## src/rtl/vga_pkg.sv

```systemverilog
// Shared VGA definitions: default 640x480@60 timing, the control bundle that
// travels through the latency-matching pipeline, and colour/sync helpers.
package vga_pkg;

    localparam int VGA_H_VISIBLE = 640;
    localparam int VGA_H_FP      = 16;
    localparam int VGA_H_SYNC    = 96;
    localparam int VGA_H_BP      = 48;
    localparam int VGA_V_VISIBLE = 480;
    localparam int VGA_V_FP      = 10;
    localparam int VGA_V_SYNC    = 2;
    localparam int VGA_V_BP      = 33;

    typedef struct packed {
        logic hsync;
        logic vsync;
        logic visible;
        logic frame_start;
        logic line_start;
    } vga_ctl_t;

    // Replicate a cbits-wide channel value MSB-first until 8 bits are filled.
    function automatic logic [7:0] expand_color(input logic [7:0] value, input int cbits);
        logic [7:0] res;
        res = '0;
        for (int i = 0; i < 8; i++) begin
            res[3'(7 - i)] = value[3'(cbits - 1 - (i % cbits))];
        end
        return res;
    endfunction

    function automatic logic in_window(input int cnt, input int lo, input int width);
        return (cnt >= lo) && (cnt < lo + width);
    endfunction

endpackage

```

## src/rtl/vga_delay_line.sv

```systemverilog
// Parametrised shift register used to delay-match control signals to the
// frame-memory read latency; DEPTH=0 degenerates to a plain wire.
module vga_delay_line #(
    parameter int               WIDTH     = 1,
    parameter int               DEPTH     = 1,
    parameter logic [WIDTH-1:0] RESET_VAL = '0
) (
    input  logic             clk_i,
    input  logic             rst_i,
    input  logic [WIDTH-1:0] d_i,
    output logic [WIDTH-1:0] q_o
);

    if (DEPTH == 0) begin : g_wire
        assign q_o = d_i;
    end else begin : g_shift
        logic [WIDTH-1:0] stage_q [DEPTH];

        // NOTE: every stage is reset, not just the last one, so that a reset
        // mid-frame cannot leak stale sync or pulse bits out after release.
        always_ff @(posedge clk_i or posedge rst_i) begin
            if (rst_i) begin
                for (int i = 0; i < DEPTH; i++) begin
                    stage_q[i] <= RESET_VAL;
                end
            end else begin
                stage_q[0] <= d_i;
                for (int i = 1; i < DEPTH; i++) begin
                    stage_q[i] <= stage_q[i-1];
                end
            end
        end

        assign q_o = stage_q[DEPTH-1];
    end

endmodule

```

## src/rtl/vga_pipe_ctrl.sv

```systemverilog
// Parametrised VGA timing generator: fetch address ahead of the beam, control
// signals delayed by LAT to meet the returned pixel, then one output register.
module vga_pipe_ctrl
    import vga_pkg::*;
#(
    parameter int H_VISIBLE   = VGA_H_VISIBLE,
    parameter int H_FP        = VGA_H_FP,
    parameter int H_SYNC      = VGA_H_SYNC,
    parameter int H_BP        = VGA_H_BP,
    parameter int V_VISIBLE   = VGA_V_VISIBLE,
    parameter int V_FP        = VGA_V_FP,
    parameter int V_SYNC      = VGA_V_SYNC,
    parameter int V_BP        = VGA_V_BP,
    parameter bit HS_POL      = 1'b0,
    parameter bit VS_POL      = 1'b0,
    parameter int CBITS       = 4,
    parameter int LAT         = 1,
    parameter int SCALE_SHIFT = 0
) (
    input  logic               pclk,
    input  logic               reset,
    input  logic [3*CBITS-1:0] pixel_data,
    output logic [9:0]         fetch_x,
    output logic [9:0]         fetch_y,
    output logic               fetch_valid,
    output logic               hsync,
    output logic               vsync,
    output logic               valid,
    output logic [7:0]         vga_r,
    output logic [7:0]         vga_g,
    output logic [7:0]         vga_b,
    output logic               frame_start,
    output logic               line_start
);

    localparam int H_TOTAL = H_VISIBLE + H_FP + H_SYNC + H_BP;
    localparam int V_TOTAL = V_VISIBLE + V_FP + V_SYNC + V_BP;
    localparam logic [9:0] H_LAST = 10'(H_TOTAL - 1);
    localparam logic [9:0] V_LAST = 10'(V_TOTAL - 1);
    localparam vga_ctl_t CTL_IDLE = '{hsync: !HS_POL, vsync: !VS_POL, default: 1'b0};

    if (H_TOTAL > 1024 || V_TOTAL > 1024) begin : g_total_chk
        $error("vga_pipe_ctrl: line or frame total exceeds the 10-bit counters");
    end
    if (LAT < 0 || LAT > 7) begin : g_lat_chk
        $error("vga_pipe_ctrl: LAT must be 0..7");
    end
    if (CBITS < 1 || CBITS > 8) begin : g_cbits_chk
        $error("vga_pipe_ctrl: CBITS must be 1..8");
    end

    logic [9:0] h_cnt_q, h_cnt_d;
    logic [9:0] v_cnt_q, v_cnt_d;
    logic       visible;
    vga_ctl_t   ctl_raw, ctl_dly;

    // NOTE: defaults first in every always_comb so no path leaves a signal
    // unassigned and infers a latch.
    always_comb begin
        h_cnt_d = h_cnt_q + 10'd1;
        v_cnt_d = v_cnt_q;
        if (h_cnt_q == H_LAST) begin
            h_cnt_d = '0;
            v_cnt_d = (v_cnt_q == V_LAST) ? '0 : v_cnt_q + 10'd1;
        end
    end

    always_ff @(posedge pclk or posedge reset) begin
        if (reset) begin
            h_cnt_q <= '0;
            v_cnt_q <= '0;
        end else begin
            h_cnt_q <= h_cnt_d;
            v_cnt_q <= v_cnt_d;
        end
    end

    assign visible     = (int'(h_cnt_q) < H_VISIBLE) && (int'(v_cnt_q) < V_VISIBLE);
    assign fetch_valid = visible;
    assign fetch_x     = visible ? (h_cnt_q >> SCALE_SHIFT) : '0;
    assign fetch_y     = visible ? (v_cnt_q >> SCALE_SHIFT) : '0;

    always_comb begin
        ctl_raw.hsync       = in_window(int'(h_cnt_q), H_VISIBLE + H_FP, H_SYNC) ? HS_POL : !HS_POL;
        ctl_raw.vsync       = in_window(int'(v_cnt_q), V_VISIBLE + V_FP, V_SYNC) ? VS_POL : !VS_POL;
        ctl_raw.visible     = visible;
        ctl_raw.frame_start = (h_cnt_q == '0) && (v_cnt_q == '0);
        ctl_raw.line_start  = (h_cnt_q == '0) && visible;
    end

    vga_delay_line #(
        .WIDTH     ($bits(vga_ctl_t)),
        .DEPTH     (LAT),
        .RESET_VAL (CTL_IDLE)
    ) u_ctl_dly (
        .clk_i (pclk),
        .rst_i (reset),
        .d_i   (ctl_raw),
        .q_o   (ctl_dly)
    );

    logic [7:0] r_exp, g_exp, b_exp;
    assign r_exp = expand_color(8'(pixel_data[3*CBITS-1 -: CBITS]), CBITS);
    assign g_exp = expand_color(8'(pixel_data[2*CBITS-1 -: CBITS]), CBITS);
    assign b_exp = expand_color(8'(pixel_data[CBITS-1:0]), CBITS);

    vga_ctl_t   ctl_q;
    logic [7:0] vga_r_q, vga_g_q, vga_b_q;

    always_ff @(posedge pclk or posedge reset) begin
        if (reset) begin
            ctl_q   <= CTL_IDLE;
            vga_r_q <= '0;
            vga_g_q <= '0;
            vga_b_q <= '0;
        end else begin
            ctl_q   <= ctl_dly;
            vga_r_q <= ctl_dly.visible ? r_exp : '0;
            vga_g_q <= ctl_dly.visible ? g_exp : '0;
            vga_b_q <= ctl_dly.visible ? b_exp : '0;
        end
    end

    assign hsync       = ctl_q.hsync;
    assign vsync       = ctl_q.vsync;
    assign valid       = ctl_q.visible;
    assign frame_start = ctl_q.frame_start;
    assign line_start  = ctl_q.line_start;
    assign vga_r       = vga_r_q;
    assign vga_g       = vga_g_q;
    assign vga_b       = vga_b_q;

endmodule

```

## config.mk

```make
export PLATFORM = sky130hd
export DESIGN_NAME = vga_pipe_ctrl
export DESIGN_NICKNAME = d
export VERILOG_FILES = /design/src/rtl/vga_pkg.sv /design/src/rtl/vga_delay_line.sv /design/src/rtl/vga_pipe_ctrl.sv
export SDC_FILE = /design/constraint.sdc
export NUM_CORES = 1
export LEC_CHECK = 0
export CORE_ASPECT_RATIO = 0.75
export CORE_MARGIN = 2
export CORE_UTILIZATION = 60
export CTS_CLUSTER_SIZE = 25
export DETAILED_ROUTE_END_ITERATION = 8
export DONT_BUFFER_PORTS = 1
export GPL_ROUTABILITY_DRIVEN = 0
export PLACE_DENSITY = 0.72
export SETUP_SLACK_MARGIN = 0.5
export SYNTH_ARGS = -nofsm -noshare
export SYNTH_HDL_FRONTEND = slang
export SYNTH_SLANG_ARGS = --single-unit
export TNS_END_PERCENT = 10
```

## constraint.sdc

```tcl
create_clock -name pclk -period 2.7 [get_ports pclk]
set_clock_uncertainty 0.1 [all_clocks]
set_input_delay 0.81 -clock pclk [delete_from_list [all_inputs] [get_ports pclk]]
set_output_delay 0.81 -clock pclk [all_outputs]
set_load 0.005 [all_outputs]
```

### Yosys cells after proc, flatten, opt, wreduce, memory -nomap -nowiden

Cells that the tools add are included.

| storage, ports and cells | value |
|---|---|
| flip-flop bits (word level) | 42 |
| input port bits | 14 |
| output and inout bits | 50 |
| word-level logic and storage cells | 37 |

| cells by class | value |
|---|---|
| add/subtract/negate cells | 2 |
| magnitude comparators | 6 |
| eq/ne operators | 2 |
| muxes and demuxes | 9 |
| reductions and logical operators | 7 |

Operator list:

| cell | number |
|---|---|
| $mux 10 | 4 |
| $add 10x1->10 const B | 2 |
| $eq 10x10->1 const B | 2 |
| $logic_not 10->1 | 2 |
| $lt 10x10->1 const B | 2 |
| $lt 10x9->1 const B | 2 |
| $mux 4 | 3 |
| $ge 10x10->1 const B | 1 |
| $ge 10x9->1 const B | 1 |
| $logic_and 1x1->1 | 5 |
| $mux 1 | 2 |

### Logic depth before layout (Yosys ltp)

Gate-level depths: netlist (run 1).

| depth | value |
|---|---|
| depth in word-level cells | 3 |
| mapped depth | 6 |
| mapped depth without buffers | 6 |

### By module

Synthesis (run 1) repeated with hierarchy kept, for this count alone.

| second synthesis, totals | value |
|---|---|
| cells, all modules | 186 |
| area, all modules | 1929.4 µm² |

By module, submodules not included:

| module | instances | cells each | area each (µm²) | sequential area each (µm²) |
|---|---|---|---|---|
| vga_pipe_ctrl | 1 | 180 | 1798.0 | 928.4 |
| vga_delay_line | 1 | 6 | 131.4 | 127.6 |

### Least setup slack after synthesis (run 1)

OpenSTA, ideal clock, no wires.

| timing path | value |
|---|---|
| path type | flip-flop to output port |
| start | reg v_cnt_q[5] |
| end | out fetch_x[6] |
| data arrival time | 1.336 ns |
| required time | 1.790 ns |
| slack | 0.454 ns |
| stages on the path, launching flop included | 6 |
| path buffers | 2 |
| path through | dfrtp_1 and4_1 buf_2 nor3_2 buf_2 and2_1 |

| between the ends | value |
|---|---|
| longest elaborated chain between the ends | 3 |

RTL lines:

| what | line | source |
|---|---|---|
| from (decl) | vga_pipe_ctrl.sv:53 | `logic [9:0] v_cnt_q, v_cnt_d;` |
| from (signal assigned) | vga_pipe_ctrl.sv:74 | `v_cnt_q <= v_cnt_d;` |
| $lt 10x9->1 | vga_pipe_ctrl.sv:78 | `assign visible = (int'(h_cnt_q) < H_VISIBLE) && (int'(v_cnt_q) < V_VISIBLE);` |
| $logic_and 1x1->1 | vga_pipe_ctrl.sv:78 |  |
| net fetch_valid | vga_pipe_ctrl.sv:25 | `output logic fetch_valid,` |
| $mux 10 | vga_pipe_ctrl.sv:80 | `assign fetch_x = visible ? (h_cnt_q >> SCALE_SHIFT) : '0;` |
| to (decl) | vga_pipe_ctrl.sv:23 | `output logic [9:0] fetch_x,` |

The timed path passes the listed nets, and every way through them passes these cells.

### Final worst setup path (run 1)

| timing path | value |
|---|---|
| start | reg h_cnt_q[8] |
| end | out fetch_x[8] |

| between the ends | value |
|---|---|
| longest elaborated chain between the ends | 3 |

RTL lines:

| what | line | source |
|---|---|---|
| from (decl) | vga_pipe_ctrl.sv:52 | `logic [9:0] h_cnt_q, h_cnt_d;` |
| from (signal assigned) | vga_pipe_ctrl.sv:73 | `h_cnt_q <= h_cnt_d;` |
| $lt 10x10->1 | vga_pipe_ctrl.sv:78 |  |
| $logic_and 1x1->1 | vga_pipe_ctrl.sv:78 |  |
| $mux 10 * | vga_pipe_ctrl.sv:80 |  |

Mark *: on every way between the ends. The rest lies on a longest branch, timed or not.

==> out/metrics.yaml, run 1 <==
status:
  status: "complete, no violations"
power_and_ir_drop:
  p_clk_share_pct: 42.1
  ir_drop_uv: 426
  switchingPower_mw: 0.231
  total_power_mw: 1.15
  p_comb_share_pct: 2.1
  swShare_pct: 20.1
  leakagePower_nw: 1.00
  pwr_density_cell_nw_per_um2: 532
  internal_power_mw: 0.919
  power_frac_seq_pct: 55.8
worst_setup_path:
  critical_path_class: "reg2out"
  cp.required_ps: 1790
  arrival_ps: 1480
  endpoint_kind: "output port"
  r2r_start: "h_cnt_q[0]$_DFF_PP0_"
  rrSetupSlack_ps: 830
  critPathMaxFanout: 6
  startpoint_type: "register"
  reg2reg_depth: 5
  r2r-end: "v_cnt_q[3]$_DFFE_PP0N_"
route:
  wl_per_cell_um: 16.3
  wl_met3_um: 372
  highest_layer: "met4"
  vias: 1325
  via_per_inst: 5.59
  drc_errors: 0
  wl_met2_mm: 1.75
  met1_length_mm: 1.69
  drtAntennaViolNets: 0
  drt-initial-drc-count: 72
  wl_mm: 3.85
  first_pass_iters: 4
sta:
  hold_viol: 0
  max_freq_mhz: 418
  setup_viol: 0
  tns_ps: 0
  worst_slack_ps: 307
  rsz0062_at_grt: "true"
  slew_violations: 0
  slew_headroom_pct: 62.1
  min_period_over_period_pct: 88.6
  period_minus_slack_ps: 2390
  worstMarginPinSlew_ps: 564
finish:
  drive_above_1_share_pct: 16.8
  mostFrequentLayoutCell: "dfrtp_1"
  nNetsFinal: 214
  diodes: 0
  nFillCells: 246
  mostFrequentLayoutCells: "dfrtp_1, and2_1, conb_1, nand2_1, nor2_1"
  area_growth_pct: 8.54
yosys:
  syn_area_per_cell_um2: 10.5
  synth_top_area_cell: "dfrtp_1"
  ys_top_cells_by_area: "dfrtp_1, and2_1, dfstp_2"
  async_reset_ff_share_pct: 100
  ys_warn_count: 0
  synthCells: 189
  synth-edff-count: 0
  ys_seq_area_share_pct: 53.0
  ys_types: 36
  netlist_area_um2: 1990
  synth_top_area_share_pct: 47.7
  synth_ff_type: "dfrtp_1"
  synth_seq_cells: 42
floorplanning:
  die_y_um: 53.9
  die-area_um2: 3800
  row_count: 18
  initial_core_util_pct: 61.8
  die_w_um: 70.5
  io_pins: 64
  core_area_um2: 3220
placed_design:
  post-place-ws_ps: 403
  port_buffers: 0
  hpwl_mm: 2.48
clock_network:
  clock-sinks: 42
  cts_tree: "built"
  clk_pin_slew_ps: 80
  cts_made_buffers: 5
  cts_buffer_depth: 2
  ctsRootBufferMaster: "clkbuf_8"
  cts.htree.levels: 2
  insertion_delay_ps: 290
global_route:
  grt_max_degree: 43
  grt_pass1_vias: 1236
  grt_usage_pct: 22.0
  gr-total-overflow: 0
  grt_pass1_wl_mm: 6.21
  antenna_found_initial: 0
hold_path:
  min_to: "line_start$_DFF_PP0_"
  worstHoldStart: "u_ctl_dly.q_o[0]$_DFF_PP0_"
  min_path_cells: 0
  hold_path_class: "reg2reg"
run:
  max-cap-violations: 0
[cell type report]
type                       count  area (um2)  area share (%)
tap                           40        50.0            2.31
clock buffer                   6        72.6            3.36
inverter                       8        30.0            1.39
sequential                    42        1060            49.1
multi-input combinational    129         825            38.1
timing repair buffer          10        86.3            3.99
clock inverter                 2        37.5            1.74
[kinds of logic after synthesis]
group                    count (synthesis)  synth area share (%)
other                                    1                 0.188
XOR/XNOR                                10                  4.40
multiplexers                             2                  1.01
AND/OR/NAND/NOR                         87                  26.3
buffers and inverters                   30                  8.79
AO/OA/AOI/OAI                           13                  3.83
adder cells (fa/ha/maj)                  4                  2.51
flip-flops                              42                  53.0
[Yosys cell counts, drive strengths merged, types with 2 or more instances]
| cell type | n |
|---|---|
| dfstp | 4 |
| mux2i | 2 |
| xor2 | 4 |
| inv | 8 |
| buf | 19 |
| nand2 | 11 |
| o21ai | 6 |
| nor2 | 10 |
| clkbuf | 3 |
| dfrtp | 38 |
| ha | 4 |
| nand3 | 8 |
| nor4 | 7 |
| nand4b | 2 |
| nand4 | 6 |
| and4bb | 2 |
| and2 | 26 |
| xnor2 | 6 |
| nor3 | 5 |
| a21oi | 3 |
| and4 | 3 |
[worst max-delay path, cell delays in order, from the launching register on]
cell and delay, ps:
dfrtp_2 410, o21a_4 230, nor3_4 240, buf_6 170, and2_1 150
[metrics by stage]
stage,utilization [%],hold WS (ps),std cells,cell area [um2]
after floorplan,-,231,201,2050
after global placement,61.0,238,221,1960
after detailed placement,61.0,236,221,1960
after CTS,67.0,254,237,2160
after global routing,67.1,257,237,2160
final,67.1,252,237,2160
[power groups by stage]
stage               registers, mW  logic, mW  clock network (mW)
floorplan                   0.654     0.0328                   0
global placement            0.655     0.0232                   0
detailed placement          0.655     0.0238                   0
CTS                         0.642     0.0240               0.490
global route                0.643     0.0281               0.517
finish                      0.642     0.0240               0.484
[flip-flops by register name (all words and copies together), names as in the netlist]
register,flops
vga_r,4
vga_b,4
line_start,1
frame_start,1
valid,1
hsync,1
u_ctl_dly.q_o,5
vsync,1
vga_g,4
h_cnt_q,10
v_cnt_q,10
[layer usage]
layer | up-vias | global-route usage, %
met5 | - | 0
met4 | 0 | 8.18
met3 | 7 | 9.18
met2 | 61 | 33.0
met1 | 636 | 29.0
li1 | 621 | -
[timing repair]
action / 4_1_cts / 5_1_grt
gates cloned: 2 / 0
pin swaps: 2 / 2
endpoints found under the hold margin: 0 / 0
hold buffers: 0 / 0
resized for setup: 12 / 2
setup endpoints to repair: 20 / 20
setup buffers: 6 / 0
[worst max-delay path by stage]
stage	start	end	slack, ps	cells past startpoint
finish	h_cnt_q[8]$_DFF_PP0_	fetch_x[8]	310	4
global route	h_cnt_q[8]$_DFF_PP0_	fetch_x[3]	240	4
CTS	h_cnt_q[7]$_DFF_PP0_	fetch_x[6]	280	4
detailed placement	v_cnt_q[5]$_DFFE_PP0N_	fetch_x[6]	400	4
global placement	v_cnt_q[5]$_DFFE_PP0N_	fetch_y[6]	480	4
floorplan	v_cnt_q[5]$_DFFE_PP0N_	fetch_x[6]	510	5
Note: power is estimated with default switching activity, not from simulation.
==> run 2, diff against run 1 <==
CTS_BUF_LIST = sky130_fd_sc_hd__clkbuf_8 sky130_fd_sc_hd__clkbuf_16   (was not set)
==> out/metrics.yaml, run 2 (synthesis results as in run 1) <==
finish:
  fin_util_pct: 67.1
  nFillCells: 246
  mostFrequentLayoutCells: "dfrtp_1, and2_1, conb_1, nand2_1, nor2_1"
  drive_above_1_share_pct: 16.8
  nNetsFinal: 214
  mostFrequentLayoutCell: "dfrtp_1"
  diodes: 0
  area_growth_pct: 8.54
  final-instance-count-excl-fill: 237
clock_network:
  insertion_delay_ps: 290
  cts.htree.levels: 2
  cts_hold_buffers: 0
  ctsRootBufferMaster: "clkbuf_8"
  cts_made_buffers: 5
  cts_tree: "built"
  clock-sinks: 42
  cts_buffer_depth: 2
  clk_pin_slew_ps: 80
route:
  wl_per_cell_um: 16.3
  drtAntennaViolNets: 0
  drt-initial-drc-count: 72
  via_per_inst: 5.57
  vias: 1321
  wl_mm: 3.86
  first_pass_iters: 4
  drc_errors: 0
power_and_ir_drop:
  leakagePower_nw: 1.00
  switchingPower_mw: 0.231
  internal_power_mw: 0.916
  pwr_density_cell_nw_per_um2: 530
  ir_drop_uv: 424
  power_frac_seq_pct: 56.0
  p_comb_share_pct: 2.1
  swShare_pct: 20.1
  p_clk_share_pct: 41.9
worst_setup_path:
  reg2reg_depth: 5
  critical_path_class: "reg2out"
  critPathMaxFanout: 6
  arrival_ps: 1480
  startpoint_type: "register"
  cp.required_ps: 1790
  rrSetupSlack_ps: 820
  endpoint_kind: "output port"
status:
  status: "complete, no violations"
global_route:
  grt_pass1_vias: 1236
  gr-total-overflow: 0
  grt_pass1_wl_mm: 6.21
  antenna_found_initial: 0
  grt_usage_pct: 22.0
  grt_max_degree: 43
sta:
  worstMarginPinSlew_ps: 566
  min_period_over_period_pct: 88.6
  period_minus_slack_ps: 2390
  setup_viol: 0
  rsz0062_at_grt: "true"
  tns_ps: 0
  slew_headroom_pct: 62.0
  hold_viol: 0
  max_freq_mhz: 418
  slew_violations: 0
hold_path:
  min_path_cells: 0
  hold_path_class: "reg2reg"
placed_design:
  dp_cells: 221
  port_buffers: 0
  hpwl_mm: 2.48
floorplanning:
  die-area_um2: 3800
  die_y_um: 53.9
  io_pins: 64
  initial_core_util_pct: 61.8
  core_area_um2: 3220
  die_w_um: 70.5
  row_count: 18
run:
  max-cap-violations: 0
run 2: changes by cell type in the layout (fill, tap and decap cells not counted), sizes merged:
cell    previous run  this run
inv                8         9
clkbuf             6         5
run 2: final timing paths:
path	to	start
max in group asynchronous	v_cnt_q[5]$_DFFE_PP0N_	reset
max	fetch_x[8]	h_cnt_q[8]$_DFF_PP0_
min reg2reg	line_start$_DFF_PP0_	u_ctl_dly.q_o[0]$_DFF_PP0_
min	line_start$_DFF_PP0_	u_ctl_dly.q_o[0]$_DFF_PP0_
min in group asynchronous	frame_start$_DFF_PP0_	reset
max reg2reg	v_cnt_q[3]$_DFFE_PP0N_	h_cnt_q[0]$_DFF_PP0_
run 2: routing by layer:
layer  wire [um]  global-route usage (%)  vias to the layer above
met2        1770                    33.0                       68
li1            -                       -                      620
met4          19                    8.18                        0
met5           0                       0                        -
met1        1680                    29.0                      630
met3         383                    9.18                        3
run 2: per-stage QoR:
stage	setup slack [ps]	instance area, um2	hold slack (ps)	total power [mW]
3_5_place_dp	403	1960	236	0.678
4_1_cts	282	2160	254	1.15
6_report	308	2160	252	1.15
3_3_place_gp	477	1960	238	0.678
2_1_floorplan	513	2050	231	0.687
5_1_grt	240	2160	257	1.18
run 2: final cells by class:
cell class | instances | area (um2) | share of cell area (%)
repair buffers | 10 | 86.3 | 3.99
flip-flops and latches | 42 | 1060 | 49.1
multi-input cells | 129 | 825 | 38.1
clock inverters | 3 | 41.3 | 1.91
inverters | 8 | 30.0 | 1.39
well taps | 40 | 50.0 | 2.31
clock buffers | 5 | 68.8 | 3.18
run 2: timing repair:
| action | CTS | global route |
|---|---|---|
| buffers inserted | 6 | 0 |
| gates resized for setup | 12 | 2 |
| endpoints found under the setup margin | 20 | 20 |
| gates cloned | 2 | 0 |
| pin swaps | 2 | 2 |
run 2: power groups by stage:
stage	clock, mW	combinational, mW	sequential, mW
floorplan	0	0.0328	0.654
global placement	0	0.0232	0.655
detailed placement	0	0.0238	0.655
CTS	0.487	0.0240	0.642
global route	0.513	0.0281	0.643
finish	0.480	0.0240	0.642
run 2: critical path, stage by stage (launching register included):
cell and delay, ps:
dfrtp_2 410, o21a_4 230, nor3_4 240, buf_6 170
and2_1 150
